File: src/rtl/shot_pkg.sv
// Shared types and constants for the cue-shot controller.
package shot_pkg;

    localparam int SPEED_W = 11;
    localparam int ANGLE_W = 5;
    localparam int POWER_W = 4;
    localparam int DIR_W   = 8;

    localparam logic [POWER_W-1:0] POWER_MAX = 4'd15;

    typedef enum logic [2:0] {
        IDLE,
        AIM,
        CHARGE,
        FIRE,
        WAIT
    } state_e;

endpackage

File: src/rtl/direction_lut.sv
// Combinational 32-entry direction ROM: unit vector scaled by 64 for each aim index.
// Screen y grows downward, so dir_y is the negated sine.
module direction_lut
    import shot_pkg::*;
(
    input  logic [ANGLE_W-1:0]      angle_idx,
    output logic signed [DIR_W-1:0] dir_x,
    output logic signed [DIR_W-1:0] dir_y
);

    // round(64*cos(2*pi*idx/32)); sine is the same table shifted by a quarter turn.
    function automatic logic signed [DIR_W-1:0] cos64(input logic [ANGLE_W-1:0] idx);
        case (idx)
            5'd0:  cos64 =  8'sd64;
            5'd1:  cos64 =  8'sd63;
            5'd2:  cos64 =  8'sd59;
            5'd3:  cos64 =  8'sd53;
            5'd4:  cos64 =  8'sd45;
            5'd5:  cos64 =  8'sd36;
            5'd6:  cos64 =  8'sd24;
            5'd7:  cos64 =  8'sd12;
            5'd8:  cos64 =  8'sd0;
            5'd9:  cos64 = -8'sd12;
            5'd10: cos64 = -8'sd24;
            5'd11: cos64 = -8'sd36;
            5'd12: cos64 = -8'sd45;
            5'd13: cos64 = -8'sd53;
            5'd14: cos64 = -8'sd59;
            5'd15: cos64 = -8'sd63;
            5'd16: cos64 = -8'sd64;
            5'd17: cos64 = -8'sd63;
            5'd18: cos64 = -8'sd59;
            5'd19: cos64 = -8'sd53;
            5'd20: cos64 = -8'sd45;
            5'd21: cos64 = -8'sd36;
            5'd22: cos64 = -8'sd24;
            5'd23: cos64 = -8'sd12;
            5'd24: cos64 =  8'sd0;
            5'd25: cos64 =  8'sd12;
            5'd26: cos64 =  8'sd24;
            5'd27: cos64 =  8'sd36;
            5'd28: cos64 =  8'sd45;
            5'd29: cos64 =  8'sd53;
            5'd30: cos64 =  8'sd59;
            default: cos64 = 8'sd63;
        endcase
    endfunction

    logic [ANGLE_W-1:0] sin_idx;

    // sin(a) = cos(a - quarter turn); index arithmetic wraps mod 32.
    always_comb begin
        sin_idx = angle_idx - 5'd8;
        dir_x   = cos64(angle_idx);
        dir_y   = -cos64(sin_idx);
    end

endmodule

File: src/rtl/shot_controller.sv
// Cue-shot controller: aim rotation, power charge and a one-cycle launch strobe
// carrying the signed launch velocity to the ball and game controllers.
module shot_controller
    import shot_pkg::*;
#(
    parameter int ROTATE_FRAMES = 4,
    parameter int CHARGE_FRAMES = 6
) (
    input  logic               clk,
    input  logic               resetN,
    input  logic               startOfFrame,
    input  logic               drawLine,
    input  logic               rotateLeftKey,
    input  logic               rotateRightKey,
    input  logic               fireKey,
    output logic               lineWriteEnable,
    output logic [SPEED_W-1:0] shotSpeedX,
    output logic [SPEED_W-1:0] shotSpeedY,
    output logic [ANGLE_W-1:0] angleIdx,
    output logic [POWER_W-1:0] power,
    output logic               charging
);

    localparam int ROT_CW  = $clog2(ROTATE_FRAMES + 1);
    localparam int CHG_CW  = $clog2(CHARGE_FRAMES + 1);
    localparam logic [ROT_CW-1:0] ROT_LAST = ROT_CW'(ROTATE_FRAMES - 1);
    localparam logic [CHG_CW-1:0] CHG_LAST = CHG_CW'(CHARGE_FRAMES - 1);

    state_e             state_q,     state_d;
    logic [ANGLE_W-1:0] angle_q,     angle_d;
    logic [POWER_W-1:0] power_q,     power_d;
    logic [ROT_CW-1:0]  rot_cnt_q,   rot_cnt_d;
    logic [CHG_CW-1:0]  chg_cnt_q,   chg_cnt_d;
    logic               wait_cnt_q,  wait_cnt_d;
    logic               fire_prev_q, fire_prev_d;
    logic [SPEED_W-1:0] speed_x_q,   speed_x_d;
    logic [SPEED_W-1:0] speed_y_q,   speed_y_d;
    logic               lwe_q,       lwe_d;
    logic               charging_q,  charging_d;

    logic signed [DIR_W-1:0] dir_x, dir_y;
    logic [4:0]              power_mul;
    logic signed [12:0]      prod_x, prod_y;
    logic [SPEED_W-1:0]      shot_x, shot_y;

    direction_lut u_direction_lut (
        .angle_idx (angle_q),
        .dir_x     (dir_x),
        .dir_y     (dir_y)
    );

    // Launch velocity from the current aim and charge: (dir * (power+1)) >>> 2.
    // The product is kept 13 bits wide so +64*16 = +1024 stays positive before
    // the shift; every shifted result fits comfortably in SPEED_W bits.
    always_comb begin
        power_mul = {1'b0, power_q} + 5'd1;
        prod_x    = $signed({{5{dir_x[DIR_W-1]}}, dir_x}) * $signed({8'd0, power_mul});
        prod_y    = $signed({{5{dir_y[DIR_W-1]}}, dir_y}) * $signed({8'd0, power_mul});
        shot_x    = SPEED_W'(prod_x >>> 2);
        shot_y    = SPEED_W'(prod_y >>> 2);
    end

    // Next-state logic for the shot FSM, its counters and registered outputs.
    always_comb begin
        // NOTE: every _d starts from its _q (or a safe default) so no path leaves
        // a variable unassigned, which would otherwise infer a latch.
        state_d     = state_q;
        angle_d     = angle_q;
        power_d     = power_q;
        rot_cnt_d   = '0;
        chg_cnt_d   = chg_cnt_q;
        wait_cnt_d  = wait_cnt_q;
        speed_x_d   = speed_x_q;
        speed_y_d   = speed_y_q;
        fire_prev_d = fireKey;

        case (state_q)
            IDLE: begin
                // A fire key already down must be released before aiming starts.
                if (drawLine && !fireKey) state_d = AIM;
            end

            AIM: begin
                if (!drawLine) begin
                    state_d = IDLE;
                    power_d = '0;
                end else if (fireKey && !fire_prev_q) begin
                    state_d   = CHARGE;
                    power_d   = '0;
                    chg_cnt_d = '0;
                end else if (rotateLeftKey ^ rotateRightKey) begin
                    rot_cnt_d = rot_cnt_q;
                    if (startOfFrame) begin
                        if (rot_cnt_q == ROT_LAST) begin
                            rot_cnt_d = '0;
                            angle_d   = rotateLeftKey ? angle_q + 5'd1 : angle_q - 5'd1;
                        end else begin
                            rot_cnt_d = rot_cnt_q + 1'b1;
                        end
                    end
                end
            end

            CHARGE: begin
                if (!drawLine) begin
                    state_d = IDLE;
                    power_d = '0;
                end else if (!fireKey) begin
                    state_d   = FIRE;
                    speed_x_d = shot_x;
                    speed_y_d = shot_y;
                end else if (startOfFrame) begin
                    if (chg_cnt_q == CHG_LAST) begin
                        chg_cnt_d = '0;
                        if (power_q != POWER_MAX) power_d = power_q + 1'b1;
                    end else begin
                        chg_cnt_d = chg_cnt_q + 1'b1;
                    end
                end
            end

            FIRE: begin
                state_d    = WAIT;
                wait_cnt_d = 1'b0;
            end

            WAIT: begin
                // Timeout guards against a shot too weak to ever move the balls.
                if (!drawLine) begin
                    state_d = IDLE;
                end else if (startOfFrame) begin
                    if (wait_cnt_q) state_d = IDLE;
                    else            wait_cnt_d = 1'b1;
                end
            end

            default: state_d = IDLE;
        endcase

        lwe_d      = (state_d == FIRE);
        charging_d = (state_d == CHARGE);
    end

    // State and output registers with asynchronous active-low reset.
    always_ff @(posedge clk or negedge resetN) begin
        if (!resetN) begin
            state_q     <= IDLE;
            angle_q     <= '0;
            power_q     <= '0;
            rot_cnt_q   <= '0;
            chg_cnt_q   <= '0;
            wait_cnt_q  <= 1'b0;
            fire_prev_q <= 1'b0;
            speed_x_q   <= '0;
            speed_y_q   <= '0;
            lwe_q       <= 1'b0;
            charging_q  <= 1'b0;
        end else begin
            // NOTE: non-blocking assignments so every flop samples pre-edge values.
            state_q     <= state_d;
            angle_q     <= angle_d;
            power_q     <= power_d;
            rot_cnt_q   <= rot_cnt_d;
            chg_cnt_q   <= chg_cnt_d;
            wait_cnt_q  <= wait_cnt_d;
            fire_prev_q <= fire_prev_d;
            speed_x_q   <= speed_x_d;
            speed_y_q   <= speed_y_d;
            lwe_q       <= lwe_d;
            charging_q  <= charging_d;
        end
    end

    assign lineWriteEnable = lwe_q;
    assign shotSpeedX      = speed_x_q;
    assign shotSpeedY      = speed_y_q;
    assign angleIdx        = angle_q;
    assign power           = power_q;
    assign charging        = charging_q;

endmodule

File: config.mk
export PLATFORM = sky130hd
export DESIGN_NAME = shot_controller
export DESIGN_NICKNAME = d
export VERILOG_FILES = /design/src/rtl/shot_pkg.sv /design/src/rtl/direction_lut.sv /design/src/rtl/shot_controller.sv
export SDC_FILE = /design/constraint.sdc
export NUM_CORES = 1
export LEC_CHECK = 0
export ABC_AREA = 1
export BUFFER_PORTS_ARGS = -buffer_cell sky130_fd_sc_hd__buf_4
export CAP_MARGIN = 20
export CORE_ASPECT_RATIO = 0.9
export CORE_MARGIN = 2
export CORE_UTILIZATION = 61
export DETAILED_ROUTE_END_ITERATION = 8
export GPL_ROUTABILITY_DRIVEN = 0
export PLACE_DENSITY_LB_ADDON = 0.1
export SLEW_MARGIN = 20
export SYNTH_ARGS = -nofsm -noshare
export SYNTH_HDL_FRONTEND = slang
export SYNTH_SLANG_ARGS = --single-unit
File: constraint.sdc
create_clock -name clk -period 6.54 [get_ports clk]
set_clock_uncertainty 0.05 [all_clocks]
set_input_delay 0.327 -clock clk [delete_from_list [all_inputs] [get_ports clk]]
set_output_delay 0.327 -clock clk [all_outputs]
set_load 0.005 [all_outputs]
# Word-level counts from Yosys, hierarchy flattened
# Memories as Yosys holds them, arrays and structs flattened.
# Cells that the tools add are included.
# Widths: inputs -> output; s select.
# classes
muxes	34
n_bitwise	3
n_reduce_logical	12
mul	2
add_sub_neg	8
eq_ne	22
# op_table
operator	n
$mux 3	20
$mux 4	7
$mul 8x6->13	2
$reduce_and 6->1	3
$eq 3x2->1 const B	5
$ne 3x3->1 const B	5
$pmux 3 s5	1
$ne 2x2->1 const B	7
$neg 8->8	1
$pmux 4 s2	1
$add 3x1->3 const B	2
$eq 3x3->1 const B	2
$pmux 3 s2	1
$reduce_and 3->1	2
$add 4x1->5 const B	1
$add 5x1->5 const B	1
$mux 5	1
$ne 5x5->1 const B	1
$sub 5x1->5 const B	1
$sub 5x4->5 const B	1
$add 4x1->4 const B	1
$ne 4x4->1 const B	1
$reduce_bool 2->1	2
$eq 3x1->1 const B	1
other kinds (7)	11
# word_totals
inputBits	7
mem_count	2
reg_bits	44
mem_bits_ro	512
output_inout_bits	33
wordCells	94
# mem_list
memory	words	width	read_ports	rd_clocked_by_memory_dff	wr	line	rtl
(no name shown)	32	8	1	0	0	direction_lut.sv:13	case (idx)
(no name shown)	32	8	1	0	0	direction_lut.sv:13	

# Depth between registers and ports, before layout
# logic_depth
depth_word	7
mapped_depth	29
mapped_depth_nobuf	29

# Modules after synthesis
# From an unflattened synthesis, not the netlist that was laid out.
# hier_totals
hier_cells	806
hier_area_um2	5784.3
# modules_own_cells
mod	instances	cells_per_inst	area_per_inst_um2	seq_area_each_um2
shot_controller	1	654	4981.0	1101.1
direction_lut	1	152	803.3	0.0

# Worst setup path after synthesis
# Ideal clock, no wire load.
# synth_path
path_kind	register to register
start	register angle_q[1] (netlist: angleIdx[1])
end	register speed_y_q[7] (netlist: shotSpeedY[7])
setup_time_ps	117
t_required_ps	6373
stages_incl_launch_ff	24
path_slack_ps	1597
t_arrival_ps	4776
synth_period_minus_slack_ps	4943
path_buffers	0
path_cell_list	dfrtp_1 > inv_1 > ha_1 > o21ai_2 > inv_2 > o21ai_4 > ha_1 > nand4_1 > nor2_4 > xor2_2 > nor2_1 > fa_1 > fa_1 > inv_1 > fa_1 > inv_1 > ha_1 > a21oi_1 > nand2_1 > nand2_1 > o21ai_0 > or2_2 > nand3_1 > nand2_1
# synth_between
elab_chain_len	4
# synth_lines
item	line	rtl
from (decl)	shot_controller.sv:30	logic [ANGLE_W-1:0] angle_q, angle_d;
from (signal assigned)	shot_controller.sv:161	angle_q <= angle_d;
$sub 5x4->5	direction_lut.sv:53	sin_idx = angle_idx - 5'd8;
$mem_v2 32x8	-	
$neg 8->8	direction_lut.sv:55	dir_y = -cos64(sin_idx);
$mul 8x6->13	shot_controller.sv:58	prod_y = $signed({{5{dir_y[DIR_W-1]}}, dir_y}) * $signed({8'd0, power_mul});
to (signal assigned)	shot_controller.sv:168	speed_y_q <= speed_y_d;
to (decl)	shot_controller.sv:37	logic [SPEED_W-1:0] speed_y_q, speed_y_d;
# No other way between the ends.
# A chain may end at the register's enable or synchronous reset.

# Worst setup path in the final report
# layout_path
start	register angle_q[1] (netlist: angleIdx[1])
end	register speed_y_q[10] (netlist: shotSpeedY[10])
# Same word-level chain as after synthesis.

==> impl_metrics.ini <==
[yosys]
syn-cell-area_mm2 = 0.00559
synth_compound_area_share_pct = 8.62
synth_top_family_by_area = adder cells
syn_inst = 740
ys_seq_area_share_pct = 19.7
synthAdderAreaFrac_pct = 29.8
synth-async-reset-ratio_pct = 100
synth_flop_cell = dfrtp_1
syn-mean-instance-area_um2 = 7.55
synth_mux_area_share_pct = 0
synth_enable_flop_cells = 0
synth_common_cells = nand2_1, inv_1, nor2_1
synth.most_common_cell = nand2_1
yosysTopAreaCellShare_pct = 19.7
synth_area_leaders = dfrtp_1, fa_1, ha_1
synth_seq_cells = 44
synth_nets = 852
synthXorXnorAreaFrac_pct = 4.34
synthSimpleGateAreaFrac_pct = 26.5
yosysWarnings = 0
synth_cell_types = 42
yosysTopAreaCell = dfrtp_1

[power]
p_leak_nw = 3.36
internal_power_w = 0.000522
p_sw_w = 0.000295
p_clk_share_pct = 20.1
p_per_area_mw_per_mm2 = 135
pwr-share-seq_pct = 42.3
p_comb_share_pct = 37.6
irDropWorstVdd_uv = 101
p_sw_share_pct = 36.1

[sta]
min_period_ns = 5.51
rsz0062_at_grt = false
drv_slew = 0
post-route-period-util_pct = 84.2
relSlewSlack_pct = 46.2
setup_viol = 0
fin_setup_tns_ns = 0
timing.fmax_ghz = 0.182
tightest_slew_ns = 0.805
finalHoldViolations = 0

[grt]
grt_pass1_vias = 4717
track_usage_pct = 25.3
grt_antenna_before_repair = 0
grt.overflow.total = 0
grt_max_degree = 45
grt_first_pass_wirelength_um = 20500

[setup_path]
worstSetupPathType = reg -> reg
cp-start-kind = flip-flop
rrSetupSlack_ns = 1.03
path_max_fanout = 12
crit_top_cell = nand2_1
critPathSlowestCell = dfrtp_1
reg2reg_to = shotSpeedY[10]
critPathRequiredTime_ns = 6.68
cp_data_arrival_time_ns = 5.65
worst_setup_path_end_kind = flip-flop
critPathMaxStageDelay_ns = 0.59
reg2reg_from = angleIdx[1]
reg2reg_depth = 26

[hold_path]
holdPathEnd = fire_prev_q
holdCritStartpoint = fireKey
hold_class = in -> reg
hold_depth = 1

[clock_tree]
clockRootBuffer = clkbuf_8
cts_tree = built
post_cts_buffers = 0
clk_transition_reported_paths_ns = 0.08
cts_buffers = 5
cts.sinks = 44
clockBufferDepth = 2
htreeDepth = 2
clock_latency_ns = 0.29

[final_layout]
area_growth_pct = 8.39
stdcell_count = 898
drive_gt1_share_pct = 13.1
seqCellArea_mm2 = 0.00110
n_antenna_cell = 0
multi_input_area_mm2 = 0.00387
fill_cells = 792
layout.nets = 888

[routing]
route.detailed.drc = 0
avgRoutedWirePerCell_um = 12.9
vias = 4722
wirelength_um = 11600
dr.pass1.iters = 5
ant_nets = 0
viasPerCell = 5.26
drt_iter0_drc = 205

[die]
ioPinCount = 40
start_util_pct = 62.1
dieArea_mm2 = 0.00995
coreArea_mm2 = 0.00900
die_height_um = 94.8
die_w_um = 105
fp-row-count = 33

[flow_run]
drv_cap = 0

[place]
dp_hpwl_um = 9380
port-buffer-count = 39
place_inst = 890

[run_status]
status = complete, no violations
per-layer routing:
layer	vias up	share of wire (%)	track usage, %
met4	0	1.5	5.89
met2	136	47	45.2
met3	19	4.8	3.59
li1	2373	-	-
met1	2194	47	32.8
met5	-	0	0
stage by stage:
stage	cell area, um2	hold WS [ns]	setup slack, ns	total power, W	util, %
floorplan	5590	-0.0186	1.60	0.000548	-
detailed placement	5970	0.317	1.13	0.000657	66.3
global placement	5970	0.309	1.38	0.000645	66.3
global route	6060	0.0897	0.663	0.000890	67.3
CTS	6060	0.0975	1.10	0.000825	67.3
finish	6060	0.0969	1.03	0.000817	67.3
state kept, by name (all words and copies together), names as in the netlist, 3 cells and up:
| register | count |
|---|---|
| shotSpeedX | 11 |
| shotSpeedY | 11 |
| angleIdx | 5 |
| power | 4 |
| chg_cnt_q | 3 |
| rot_cnt_q | 3 |
| state_q | 3 |
worst max path at each step:
stage	startpoint	to	slack, ns	cells past startpoint
floorplan	angleIdx[1]	shotSpeedY[7]	1.60	23
global placement	angleIdx[1]	shotSpeedY[7]	1.38	25
detailed placement	angleIdx[1]	shotSpeedY[7]	1.13	23
CTS	angleIdx[1]	shotSpeedY[10]	1.10	26
global route	angleIdx[1]	shotSpeedY[10]	0.66	26
finish	angleIdx[1]	shotSpeedY[10]	1.03	26
cell type report:
class                      count  area share, %
multi-input combinational    540           63.9
sequential                    44           18.2
inverter                     143           8.86
timing repair buffer          42           5.25
tap                          122           2.52
clock buffer                   6           1.20
clock inverter                 1         0.0826
timing repair:
item	in CTS	in global routing
endpoints found under the setup margin	0	0
hold buffers	1	0
gates resized for setup	0	0
hold endpoints to repair	11	0
placed cells by master, fill, tap and decap left out, drive strengths merged, types with 6 or more instances in the layout:
master / netlist / layout
a21oi: 26 / 26
xor2: 18 / 18
fa: 47 / 47
clkbuf: 6 / 6
o21ai: 41 / 41
or2: 7 / 7
buf: 7 / 41
nand3: 52 / 52
nand2: 162 / 162
inv: 143 / 143
dfrtp: 44 / 44
xnor2: 8 / 8
ha: 58 / 58
nor2: 90 / 90
cell families (layout without fill, tap and decap cells):
kind of cell / after synthesis / in the layout
flops: 44 / 44
compound gates: 82 / 82
buf+inv: 156 / 192
simple gates: 327 / 327
xor+xnor: 26 / 26
fa+ha+maj: 105 / 105
worst max-delay path: cells and delay by family, from the launching register on:
kind,cells,cell delay [ns]
adders and majority gates,6,2.45
and+or+nand+nor,13,1.22
DFF,1,0.59
AOI/OAI and AO/OA,2,0.45
buffers and inverters,4,0.39
xor gates and xnor gates,1,0.23
power by group through the flow:
stage	clock, W	sequential, W	combinational (W)
after global routing	0.000184	0.000352	0.000354
final	0.000164	0.000346	0.000307
after detailed placement	0	0.000351	0.000305
after global placement	0	0.000348	0.000296
after CTS	0.000169	0.000346	0.000309
after floorplan	0	0.000348	0.000199
Power figures use the tool's default switching activity.
